==> src/rtl/alu_op_seq_pkg.sv <==
// alu_op_seq_pkg: shared widths and FSM state encoding for the ALU op sequencer
package alu_op_seq_pkg;
  localparam int OP_W        = 3;
  localparam int ISSUE_CNT_W = 8;
  typedef enum logic [1:0] {IDLE = 2'd0, ISSUE = 2'd1, PAUSE = 2'd2} state_t;
endpackage

==> src/rtl/alu_op_fifo.sv <==
// alu_op_fifo: synchronous DEPTH x OP_W opcode FIFO; caller guarantees push only when !full, pop only when !empty
module alu_op_fifo
  import alu_op_seq_pkg::*;
#(
  parameter int DEPTH = 4
) (
  input  logic            clk,
  input  logic            rst_n,
  input  logic            push,
  input  logic            pop,
  input  logic [OP_W-1:0] wdata,
  output logic [OP_W-1:0] rdata,
  output logic            full,
  output logic            empty
);
  localparam int AW = $clog2(DEPTH);
  logic [OP_W-1:0] mem [DEPTH];
  logic [AW-1:0]   wr_ptr, rd_ptr;
  logic [AW:0]     count;
  assign full  = count == (AW+1)'(DEPTH);
  assign empty = count == '0;
  assign rdata = mem[rd_ptr];
  always_ff @(posedge clk or negedge rst_n)
    if (!rst_n) begin
      wr_ptr <= '0;
      rd_ptr <= '0;
      count  <= '0;
    end else begin
      if (push) wr_ptr <= wr_ptr + 1'b1;
      if (pop) rd_ptr <= rd_ptr + 1'b1;
      count <= count + (AW+1)'(push) - (AW+1)'(pop);
    end
  always_ff @(posedge clk)
    if (push) mem[wr_ptr] <= wdata;
endmodule

==> src/rtl/alu_op_sequencer.sv <==
// alu_op_sequencer: queues opcodes and presents each on the decoder selects for HOLD_CYCLES clocks
// Optional issue counter output enabled by defining ALU_OP_SEQ_COUNT_EN.
module alu_op_sequencer
  import alu_op_seq_pkg::*;
#(
  parameter int DEPTH       = 4,
  parameter int HOLD_CYCLES = 2
) (
  input  logic                   clk,
  input  logic                   rst_n,
  input  logic                   in_valid,
  input  logic [OP_W-1:0]        in_op,
  output logic                   in_ready,
  input  logic                   pause,
  output logic                   sel_a,
  output logic                   sel_b,
  output logic                   sel_c,
  output logic                   sel_valid,
`ifdef ALU_OP_SEQ_COUNT_EN
  output logic [ISSUE_CNT_W-1:0] issue_cnt,
`endif
  output logic                   busy
);
  localparam int CW = $clog2(HOLD_CYCLES + 1);
  localparam logic [CW-1:0] HOLD = CW'(HOLD_CYCLES);
  state_t          state, state_nx;
  logic [CW-1:0]   cnt, cnt_nx;
  logic [OP_W-1:0] sel, sel_nx, head;
  logic            vld_nx, pop, full, empty;
  alu_op_fifo #(.DEPTH(DEPTH)) u_fifo (
    .clk   (clk),
    .rst_n (rst_n),
    .push  (in_valid && !full),
    .pop   (pop),
    .wdata (in_op),
    .rdata (head),
    .full  (full),
    .empty (empty)
  );
  assign in_ready              = !full;
  assign busy                  = state != IDLE || !empty;
  assign {sel_c, sel_b, sel_a} = sel;
  always_comb begin
    state_nx = state;
    cnt_nx   = cnt;
    sel_nx   = sel;
    vld_nx   = sel_valid;
    pop      = 1'b0;
    case (state)
      IDLE:
        if (!empty && !pause) begin
          pop      = 1'b1;
          sel_nx   = head;
          vld_nx   = 1'b1;
          cnt_nx   = CW'(1);
          state_nx = ISSUE;
        end
      ISSUE:
        if (pause) begin
          state_nx = PAUSE;
          vld_nx   = 1'b0;
        end else if (cnt == HOLD) begin
          if (!empty) begin
            pop    = 1'b1;
            sel_nx = head;
            cnt_nx = CW'(1);
          end else begin
            state_nx = IDLE;
            vld_nx   = 1'b0;
          end
        end else cnt_nx = cnt + 1'b1;
      PAUSE:
        // the resume cycle is itself a presented cycle; saturate so a full hold still gets one more
        if (!pause) begin
          state_nx = ISSUE;
          vld_nx   = 1'b1;
          cnt_nx   = cnt == HOLD ? cnt : cnt + 1'b1;
        end
      default: state_nx = IDLE;
    endcase
  end
  always_ff @(posedge clk or negedge rst_n)
    if (!rst_n) begin
      state     <= IDLE;
      cnt       <= '0;
      sel       <= '0;
      sel_valid <= 1'b0;
    end else begin
      state     <= state_nx;
      cnt       <= cnt_nx;
      sel       <= sel_nx;
      sel_valid <= vld_nx;
    end
`ifdef ALU_OP_SEQ_COUNT_EN
  always_ff @(posedge clk or negedge rst_n)
    if (!rst_n) issue_cnt <= '0;
    else if (pop) issue_cnt <= issue_cnt + 1'b1;
`endif
endmodule

==> config.mk <==
export PLATFORM = sky130hd
export DESIGN_NAME = alu_op_sequencer
export DESIGN_NICKNAME = d
export VERILOG_FILES = /design/src/rtl/alu_op_seq_pkg.sv /design/src/rtl/alu_op_fifo.sv /design/src/rtl/alu_op_sequencer.sv
export SDC_FILE = /design/constraint.sdc
export NUM_CORES = 1
export LEC_CHECK = 0
export ABC_AREA = 1
export BUFFER_PORTS_ARGS = -buffer_cell sky130_fd_sc_hd__buf_2
export CELL_PAD_IN_SITES_DETAIL_PLACEMENT = 0
export CELL_PAD_IN_SITES_GLOBAL_PLACEMENT = 1
export CORE_MARGIN = 4
export CORE_UTILIZATION = 47
export DETAILED_ROUTE_END_ITERATION = 10
export GPL_TIMING_DRIVEN = 0
export PLACE_DENSITY_LB_ADDON = 0.1
export SYNTH_ARGS = -nofsm -noshare
export SYNTH_HDL_FRONTEND = slang
export SYNTH_HIERARCHICAL = 1
export SYNTH_SLANG_ARGS = --single-unit
==> constraint.sdc <==
create_clock -name clk -period 4.5 [get_ports clk]
set_input_delay 0.675 -clock clk [delete_from_list [all_inputs] [get_ports clk]]
set_output_delay 0.675 -clock clk [all_outputs]
set_load 0.05 [all_outputs]
==> flow_summary.toml, run 1 <==
[hold_path]
hold_class = "primary input to async pin"

[critical_path]
worstSetupStartpoint = "u_fifo/count[1]"
path_class = "flop to flop"
worstPathMaxFanout = 4
setup.worst_path.end_class = "flop"
cp-start-kind = "flop"
required_ps = 4730
reg2reg_slack_ps = 2120
cp.arrival_ps = 2610
timing.rr.start = "u_fifo/count[1]"

[timing]
slew-limit-headroom_pct = 67.11
final.min_clock_period_ps = 2381
setup_viol = 0
hold_viol = 0
min_period_over_period_pct = 52.90
worst_pin_slew_ps = 491.5
final.setup.tns_ps = 0
rsz0062_at_grt = "false"
fin_worst_skew_ps = 3.289
max_clock_freq_mhz = 420.1
drv_slew = 0

[synth]
ys_seq_area_share_pct = 48.36
syn_avg_cell_area_um2 = 8.548
ys.flop_type = "dfrtp_1"
syn_inst = 178
yosysWarnings = 6
synth-seq-cells = 27
synth_nets = 200
synth-edff-count = 12
yosysUniqueCellTypes = 21
syn_area_um2 = 1521
async_reset_ff_share_pct = 55.56

[floorplan]
fp-row-count = 20
dieHeight_um = 64.90
pin_count = 13
die_area_um2 = 4211
dieWidth_um = 64.90
core_area_um2 = 3078
initial_core_util_pct = 49.43

[cells_and_area]
syn_to_final_growth_pct = 9.622
final_cells = 238
fill_cells = 307
drive_gt1_share_pct = 14.95
nNetsFinal = 217
diodes = 0

[detailed_routing]
routed_wl_um = 2327
drt_pre_antenna_iters = 4
drc = 0
wire_per_inst_um = 9.777
drt_iter0_drc = 66
via_per_inst = 4.559
vias = 1085
ant_nets = 0

[clock_network]
cts_buffers = 3
hold_buffers = 0
cts_tree = "yes"
cts.htree.levels = 1
cts_sinks = 27
clk-insertion-delay-late_ps = 320
clock_path_buffers = 2
post_cts_buffers = 0
clk_pin_slew_ps = 150
cts_resized = 0
root_buffer = "clkbuf_4"

[placed_design]
dp_cells = 234
gp_congestion = 0.7353
numPortBuffers = 12
dp_hpwl_um = 1925

[global_route]
grt_start_max_net_pins = 18
antenna_found_initial = 0
grt_pass1_wl_um = 4429
grt_pass1_vias = 1097
grt_use_total_pct = 13.06
grt-ovfl-total = 0

[power]
leakage_nw = 0.9138
p_per_area_nw_per_um2 = 684.7
peakVddDrop_mv = 0.2995

[outcome]
status = "complete, no violations"

[run]
cap_violations = 0
==> power by group <==
part / total (W) / switching, W / internal (W)
clock network: 0.000109 / 0.0000730 / 0.0000361
logic: 0.000619 / 0.000412 / 0.000207
registers: 0.000414 / 0.0000609 / 0.000353
==> final timing paths <==
check	end	cells past startpoint
max reg2reg	u_fifo/count[2]	12
max	u_fifo/count[2]	12
max in group asynchronous	u_fifo/rd_ptr[0]	1
min in group clk	sel_valid	2
min reg2reg	sel_valid	2
min	sel[0]	1
==> sequential cells by signal (all words and copies together), names as in the netlist <==
register,flops
cnt,2
sel,3
sel_valid,1
state,2
u_fifo/count,3
u_fifo/mem,12
u_fifo/rd_ptr,2
u_fifo/wr_ptr,2
==> layout make-up <==
cell class | instances | area (um2) | area share (%)
Timing Repair Buffer | 12 | 60.06 | 3.601
Multi-Input combinational cell | 106 | 604.3 | 36.23
Clock buffer | 3 | 22.52 | 1.350
Inverter | 44 | 170.2 | 10.20
Buffer | 1 | 11.26 | 0.6752
Tap cell | 44 | 55.05 | 3.301
Sequential cell | 27 | 735.7 | 44.11
Clock inverter | 1 | 8.758 | 0.5251
==> layout by cell type (no fill, tap or decap) <==
cell and count:
nand2_1 54, inv_1 37, dfrtp_1 15, ha_1 14
buf_2 12, edfxtp_1 12, nand3_1 11, o21ai_1 7
inv_2 6, nor2_1 4, clkbuf_4 3, xor2_1 3
nand2_2 2, a21oi_1 2, nand4_1 2, inv_6 2
nor3_1 2, nor2_2 1, o21ai_2 1, o21ai_0 1
nand3_2 1, buf_6 1, fa_1 1
==> worst max-delay path, stage by stage, from the launching register on <==
cell     delay, ps
dfrtp_1        440
nor3_1         430
nor2_2         120
nand2_1         90
inv_1           80
ha_1           280
inv_1           40
ha_1           180
fa_1           380
inv_1           70
nand2_1         60
nand3_1         80
nand2_1         50
==> stage by stage <==
step                      hold slack, ps  util, %  setup WS, ps  total power (W)  area (um2)
final                              232.0    54.19          2119         0.001142        1668
after CTS                          233.9    54.19          2105         0.001159        1668
after global routing               220.4    54.19          1953         0.001278        1668
after detailed placement           473.5    53.17          2145         0.001049        1637
after global placement             466.5    53.17          2157         0.001025        1637
after floorplan                    379.4        -          2381        0.0009124        1521
==> logic make-up after synthesis <==
group | share of synthesized area [%]
fa+ha+maj | 12.83
xor+xnor | 1.727
compound gates | 3.865
flops | 48.36
simple gates | 21.30
buf+inv | 11.92
==> Yosys cell counts (2+ instances only) <==
master,n,area share (%)
inv_2,6,1.5
nor2_1,4,0.99
xor2_1,3,1.7
a21oi_1,2,0.66
nand2_1,54,13
nand4_1,2,0.82
nand2_2,2,0.82
dfrtp_1,15,25
edfxtp_1,12,24
nor3_1,2,0.66
o21ai_1,7,2.3
ha_1,14,12
inv_1,37,9.1
nand3_1,11,3.6
==> per-layer routing <==
layer	share of wire [%]	routed length, um	track usage, %
met1	51	1176	15.97
met2	46	1066	23.75
met3	3.0	69	2.600
met4	0.64	15	2.375
met5	0	0	0
No activity file was read; power rests on OpenSTA's default activity.
==> inputs of run 2 (changes only) <==
--- a/config.mk
+++ b/config.mk
@@ -10,7 +10,7 @@
 export CELL_PAD_IN_SITES_DETAIL_PLACEMENT = 0
 export CELL_PAD_IN_SITES_GLOBAL_PLACEMENT = 1
 export CORE_MARGIN = 4
-export CORE_UTILIZATION = 47
+export CORE_UTILIZATION = 44
 export DETAILED_ROUTE_END_ITERATION = 10
 export GPL_TIMING_DRIVEN = 0
 export PLACE_DENSITY_LB_ADDON = 0.1
==> constraint.sdc (replaced) <==
create_clock -name clk -period 2.35 [get_ports clk]
set_input_delay 0.3525 -clock clk [delete_from_list [all_inputs] [get_ports clk]]
set_output_delay 0.3525 -clock clk [all_outputs]
set_load 0.05 [all_outputs]
==> flow_summary.toml, run 2 (synthesis gave the netlist of run 1 again) <==
[global_route]
use_met3_pct = 2.530
antenna_found_initial = 0
grt_start_max_net_pins = 17
grt-ovfl-total = 0
gr-usage-met2_pct = 22.52
grt_use_total_pct = 13.41
grt_pass1_wl_um = 4567
grt_util_met1_pct = 17.18
grt-busiest-layer = "met2"
grt_pass1_vias = 1076

[critical_path]
worstSetupStartpoint = "state[1]"
r2r-end = "u_fifo/count[2]"
path_common_cell = "nand2_1"
critical-path-top-delay-family = "adder cells"
cp.arrival_ps = 2490
endpoint = "u_fifo/count[2]"
worstPathMaxFanout = 5
timing.rr.start = "state[1]"
cp.depth = 15
crit_chain = "inv_2, ha_2, nand2_1, nand2_1, nand2_1, inv_1, ha_1, inv_1, ha_1, fa_1, inv_1, nand2_1, nand2_1, nand2_1, nand2_1"
critical-path-slowest-cell = "dfrtp_1"
required_ps = 2620
max_stage_delay_ps = 460
reg2reg_slack_ps = 130
setup.worst_path.end_class = "flop"
r2r_cells = 15
cp-start-kind = "flop"
path_class = "flop to flop"
critical_path_buf_inv_count = 4

[timing]
max_clock_freq_mhz = 450.0
layout_setup_ws_ps = 127.6
final.min_clock_period_ps = 2222
hold_viol = 0
setup_viol = 0
fin_worst_skew_ps = 11.58
worst_pin_slew_ps = 503.8
final.setup.tns_ps = 0
min_period_over_period_pct = 94.57
slew-limit-headroom_pct = 66.29
drv_slew = 0

[run]
cap_violations = 0

[detailed_routing]
drt_pre_antenna_iters = 4
drc = 0
drt_iter0_drc = 39
ant_nets = 0
wire_per_inst_um = 10.49
via_per_inst = 4.399
routed_wl_um = 2548
vias = 1069

[floorplan]
dieWidth_um = 66.81
core_area_um2 = 3337
dieHeight_um = 66.81
pin_count = 13
fp-row-count = 21
initial_core_util_pct = 45.59
die_area_um2 = 4463

[hold_path]
hold_class = "primary input to flop"
hold_depth = 1
hp-start = "in_op[2]"

[placed_design]
dp_worst_setup_slack_ps = 8.942
gp_congestion = 0.8417
numPortBuffers = 12
dp_hpwl_um = 2038

[power]
peakVddDrop_mv = 0.6295
p_per_area_nw_per_um2 = 1316
leakage_nw = 0.9211
power.total_w = 0.002253

[clock_network]
cts.htree.levels = 1
clock_path_buffers = 2
cts_sinks = 27
cts_tree = "yes"
root_buffer = "clkbuf_4"
cts_buffers = 3
clk-insertion-delay-late_ps = 320
clk_pin_slew_ps = 150

[cells_and_area]
fill_cells = 327
drive_gt1_share_pct = 19.29
nNetsFinal = 220
largest-register = "u_fifo/mem"
final_common_cell = "nand2_1"
largest_reg_flops = 12
ff_latch_area_um2 = 737.0
layout_common_cells = "54 x nand2_1, 34 x inv_1, 14 x dfrtp_1"
syn_to_final_growth_pct = 12.50
multiInputGateArea_um2 = 620.6
reg_top3 = "u_fifo/mem: 12 flops, sel: 3 flops, u_fifo/count: 3 flops"
diodes = 0
final_util_pct = 51.29

[outcome]
status = "complete, no violations"
run 2: changes by cell type in the layout (fill, tap and decap cells not counted), moves of 2 or more:
cell / before / now
buf_4: 0 / 2
ha_1: 14 / 12
ha_2: 0 / 2
inv_1: 37 / 34
inv_2: 6 / 9
run 2: routing by layer:
metal  up-vias  part of all wire, %
met1       475                   51
met5         -                    0
met4         0                 0.82
li1        582                    -
met3         2                  2.5
met2        10                   46
run 2: worst min-delay path by stage:
stage / endpoint / slack, ps
6_report: u_fifo/mem[0][2] / 240
4_1_cts: u_fifo/mem[0][2] / 230
3_3_place_gp: sel[1] / 280
2_1_floorplan: cnt[0] / 60
5_1_grt: u_fifo/mem[0][2] / 220
3_5_place_dp: sel[1] / 280
run 2: final cells by class:
type,instances,share of cell area [%]
timing repair buffer,15,4.971
sequential,27,43.06
clock inverter,1,0.4386
tap,46,3.363
clock buffer,3,1.316
buffer,1,0.6579
multi-input combinational,106,36.26
inverter,44,9.942
run 2: report_power, final:
group / total [W] / internal [W] / leakage (nW) / switching (W)
clock: 0.000204 / 0.0000650 / 0.0139 / 0.000139
sequential: 0.000819 / 0.000678 / 0.291 / 0.000141
combinational: 0.00123 / 0.000431 / 0.616 / 0.000799
total: 0.00225 / 0.00117 / 0.921 / 0.00108
run 2: what timing repair did:
action | 4_1_cts | 5_1_grt
setup endpoints to repair | 1 | 1
pin swaps | 0 | 0
endpoints found under the hold margin | 15 | 0
hold buffers | 1 | 0
setup buffers | 0 | 2
gates resized for setup | 1 | 7
run 2: through the flow:
| stage | cells | hold slack [ps] | area (um2) |
|---|---|---|---|
| floorplan | 178 | 56.91 | 1521 |
| global placement | 236 | 279.2 | 1639 |
| detailed placement | 236 | 278.6 | 1639 |
| CTS | 241 | 228.7 | 1684 |
| global route | 243 | 224.9 | 1712 |
| finish | 243 | 237.2 | 1712 |
==> inputs of run 3 (changes only) <==
--- a/config.mk
+++ b/config.mk
@@ -5,12 +5,11 @@
 export SDC_FILE = /design/constraint.sdc
 export NUM_CORES = 1
 export LEC_CHECK = 0
-export ABC_AREA = 1
 export BUFFER_PORTS_ARGS = -buffer_cell sky130_fd_sc_hd__buf_2
 export CELL_PAD_IN_SITES_DETAIL_PLACEMENT = 0
 export CELL_PAD_IN_SITES_GLOBAL_PLACEMENT = 1
 export CORE_MARGIN = 4
-export CORE_UTILIZATION = 44
+export CORE_UTILIZATION = 47
 export DETAILED_ROUTE_END_ITERATION = 10
 export GPL_TIMING_DRIVEN = 0
 export PLACE_DENSITY_LB_ADDON = 0.1
==> flow_summary.toml, run 3 <==
[detailed_routing]
routed_wl_um = 2414
drt_pre_antenna_iters = 4
via_per_inst = 5.288
drt_iter0_drc = 41
drc = 0
vias = 846
wire_per_inst_um = 15.09
ant_nets = 0

[clock_network]
clock_path_buffers = 2
clk_pin_slew_ps = 150
cts_tree = "yes"
root_buffer = "clkbuf_4"
clk-insertion-delay-late_ps = 320
cts.htree.levels = 1
cts_sinks = 27
cts_buffers = 3

[cells_and_area]
nNetsFinal = 152
largest_reg_flops = 12
layout_common_cells = "14 x dfrtp_1, 12 x ha_1, 12 x edfxtp_1"
final_common_cell = "dfrtp_1"
drive_gt1_share_pct = 27.13
syn_to_final_growth_pct = 14.97
largest-register = "u_fifo/mem"
reg_top3 = "u_fifo/mem: 12 flops, sel: 3 flops, u_fifo/count: 3 flops"
diodes = 0
finalInstanceArea_um2 = 1614

[global_route]
antenna_found_initial = 0
grt_start_max_net_pins = 17
grt_use_total_pct = 13.42
grt_pass1_vias = 902
grt-ovfl-total = 0
grt_pass1_wl_um = 4160

[critical_path]
path_class = "flop to flop"
timing.rr.start = "state[1]"
required_ps = 2610
r2r_cells = 10
setup.worst_path.end_class = "flop"
cp.arrival_ps = 2500
cp-start-kind = "flop"
r2r-end = "u_fifo/count[2]"
worstSetupStartpoint = "state[1]"
reg2reg_slack_ps = 110
worstPathMaxFanout = 7
endpoint = "u_fifo/count[2]"

[hold_path]
hold_class = "primary input to flop"

[synth]
synth_top_cell_area_share_pct = 26.74
synth_nets = 131
synth-edff-count = 12
synth.mux.area_fraction_pct = 8.289
synth_most_common_cell = "dfrtp_1"
synth_top_family_by_area = "adder cells"
synthSimpleGateAreaFrac_pct = 9.091
ys_seq_area_share_pct = 52.41
async_reset_ff_share_pct = 55.56
yosysTopAreaCell = "dfrtp_1"
synth_area_leaders = "dfrtp_1 27%, edfxtp_1 26%, ha_1 12%"
syn_inst = 109
yosysUniqueCellTypes = 29
synthXorXnorAreaFrac_pct = 3.119
synthAdderAreaFrac_pct = 13.90
synth_commonest_cells = "15 x dfrtp_1, 14 x ha_1, 12 x edfxtp_1, 12 x inv_1, 9 x nand2_1"
synth-seq-cells = 27
syn_avg_cell_area_um2 = 12.88
yosysWarnings = 6
ys.flop_type = "dfrtp_1"
syn_area_um2 = 1404
synth_compound_area_share_pct = 8.378

[placed_design]
placed_area_um2 = 1498
numPortBuffers = 11
dp_worst_setup_slack_ps = -267.7
dp_hpwl_um = 1714
gp_congestion = 0.7192

[timing]
drv_slew = 0
setup_viol = 0
layout_setup_ws_ps = 108.3
fin_worst_skew_ps = 1.055
min_period_over_period_pct = 95.39
slew-limit-headroom_pct = 69.66
max_clock_freq_mhz = 446.1
worst_pin_slew_ps = 454.1
hold_ws_ps = 237.8
hold_viol = 0
final.min_clock_period_ps = 2242

[floorplan]
core_area_um2 = 2805
dieHeight_um = 62.65
die_area_um2 = 3925
pin_count = 13
dieWidth_um = 62.65
initial_core_util_pct = 50.04
fp-row-count = 19

[power]
sequentialPowerShare_pct = 37.5
leakage_nw = 0.6825
p_int_w = 0.001218
power_frac_clock_pct = 9.6
p_per_area_nw_per_um2 = 1306
power.total_w = 0.002109
peakVddDrop_mv = 0.6139
switching_share_pct = 42.24
p_switching_w = 0.0008906
comb_power_share_pct = 52.8

[outcome]
status = "complete, no violations"

[run]
cap_violations = 0
## run 3: cell types whose count changed after synthesis, sizes merged, moves of 2 or more
cell | before | now
nand2 | 56 | 9
inv | 44 | 12
nand3 | 12 | 1
and2 | 0 | 4
mux2 | 0 | 4
mux4 | 0 | 3
nor2 | 5 | 2
o41ai | 0 | 3
xnor2 | 0 | 3
nand2b | 0 | 2
o21ai | 9 | 7
## run 3: layout make-up
| type | instances | area, um2 |
|---|---|---|
| buffer | 2 | 22.52 |
| clock buffer | 3 | 22.52 |
| clock inverter | 1 | 7.507 |
| fill | 239 | 1191 |
| inverter | 12 | 45.04 |
| multi-input combinational | 68 | 645.6 |
| sequential | 27 | 737.0 |
| tap | 31 | 38.79 |
| timing repair buffer | 16 | 95.09 |
## run 3: through the flow
step	TNS, ps	utilization [%]	cells
after global routing	-0.4734	57.54	160
after global placement	-176.7	53.39	151
after floorplan	0	-	109
final	0	57.54	160
after detailed placement	-374.2	53.39	151
after CTS	0	55.89	158
## run 3: metal layers
layer	share of wire (%)	global-route usage, %
met3	2.3	1.619
met2	47	20.64
met5	0	0
met4	0.79	5.785
met1	50	19.03
## run 3: cells by family (layout without fill, tap and decap cells)
logic type                 after synthesis  in the layout
AOI/OAI and AO/OA                       17             17
xor gates and xnor gates                 5              5
adders and majority gates               15             15
buffers and inverters                   14             34
DFF                                     27             27
muxes                                    7              7
and+or+nand+nor                         24             24
## run 3: power groups by stage
stage / sequential [W] / clock, W / combinational, W
2_1_floorplan: 0.000889 / 0 / 0.000691
3_3_place_gp: 0.000779 / 0 / 0.000986
3_5_place_dp: 0.000786 / 0 / 0.00102
4_1_cts: 0.000777 / 0.000220 / 0.00106
5_1_grt: 0.000815 / 0.000239 / 0.00124
6_report: 0.000791 / 0.000203 / 0.00111
## run 3: worst min-delay path by stage
| stage | from | endpoint | slack [ps] | depth (start not counted) |
|---|---|---|---|---|
| 3_5_place_dp | rst_n | sel[0] | 280 | 1 |
| 4_1_cts | in_op[0] | u_fifo/mem[3][0] | 220 | 1 |
| 2_1_floorplan | rst_n | cnt[0] | 60 | 0 |
| 5_1_grt | in_op[0] | u_fifo/mem[3][0] | 210 | 1 |
| 6_report | in_op[0] | u_fifo/mem[3][0] | 240 | 1 |
| 3_3_place_gp | rst_n | sel[0] | 290 | 1 |
## run 3: what timing repair did
item / in CTS / in global routing
hold buffers: 1 / 0
pin swaps: 1 / 2
setup endpoints to repair: 2 / 1
gates resized for setup: 4 / 6
buffers inserted: 2 / 2
hold endpoints to repair: 15 / 0
## run 3: critical path: stages, from the launching register on
cell	delay, ps
dfrtp_1	430
inv_2	90
ha_4	200
a21oi_2	140
nor3_2	60
ha_1	290
inv_1	40
ha_1	190
fa_1	380
xnor2_1	210
xnor2_1	140
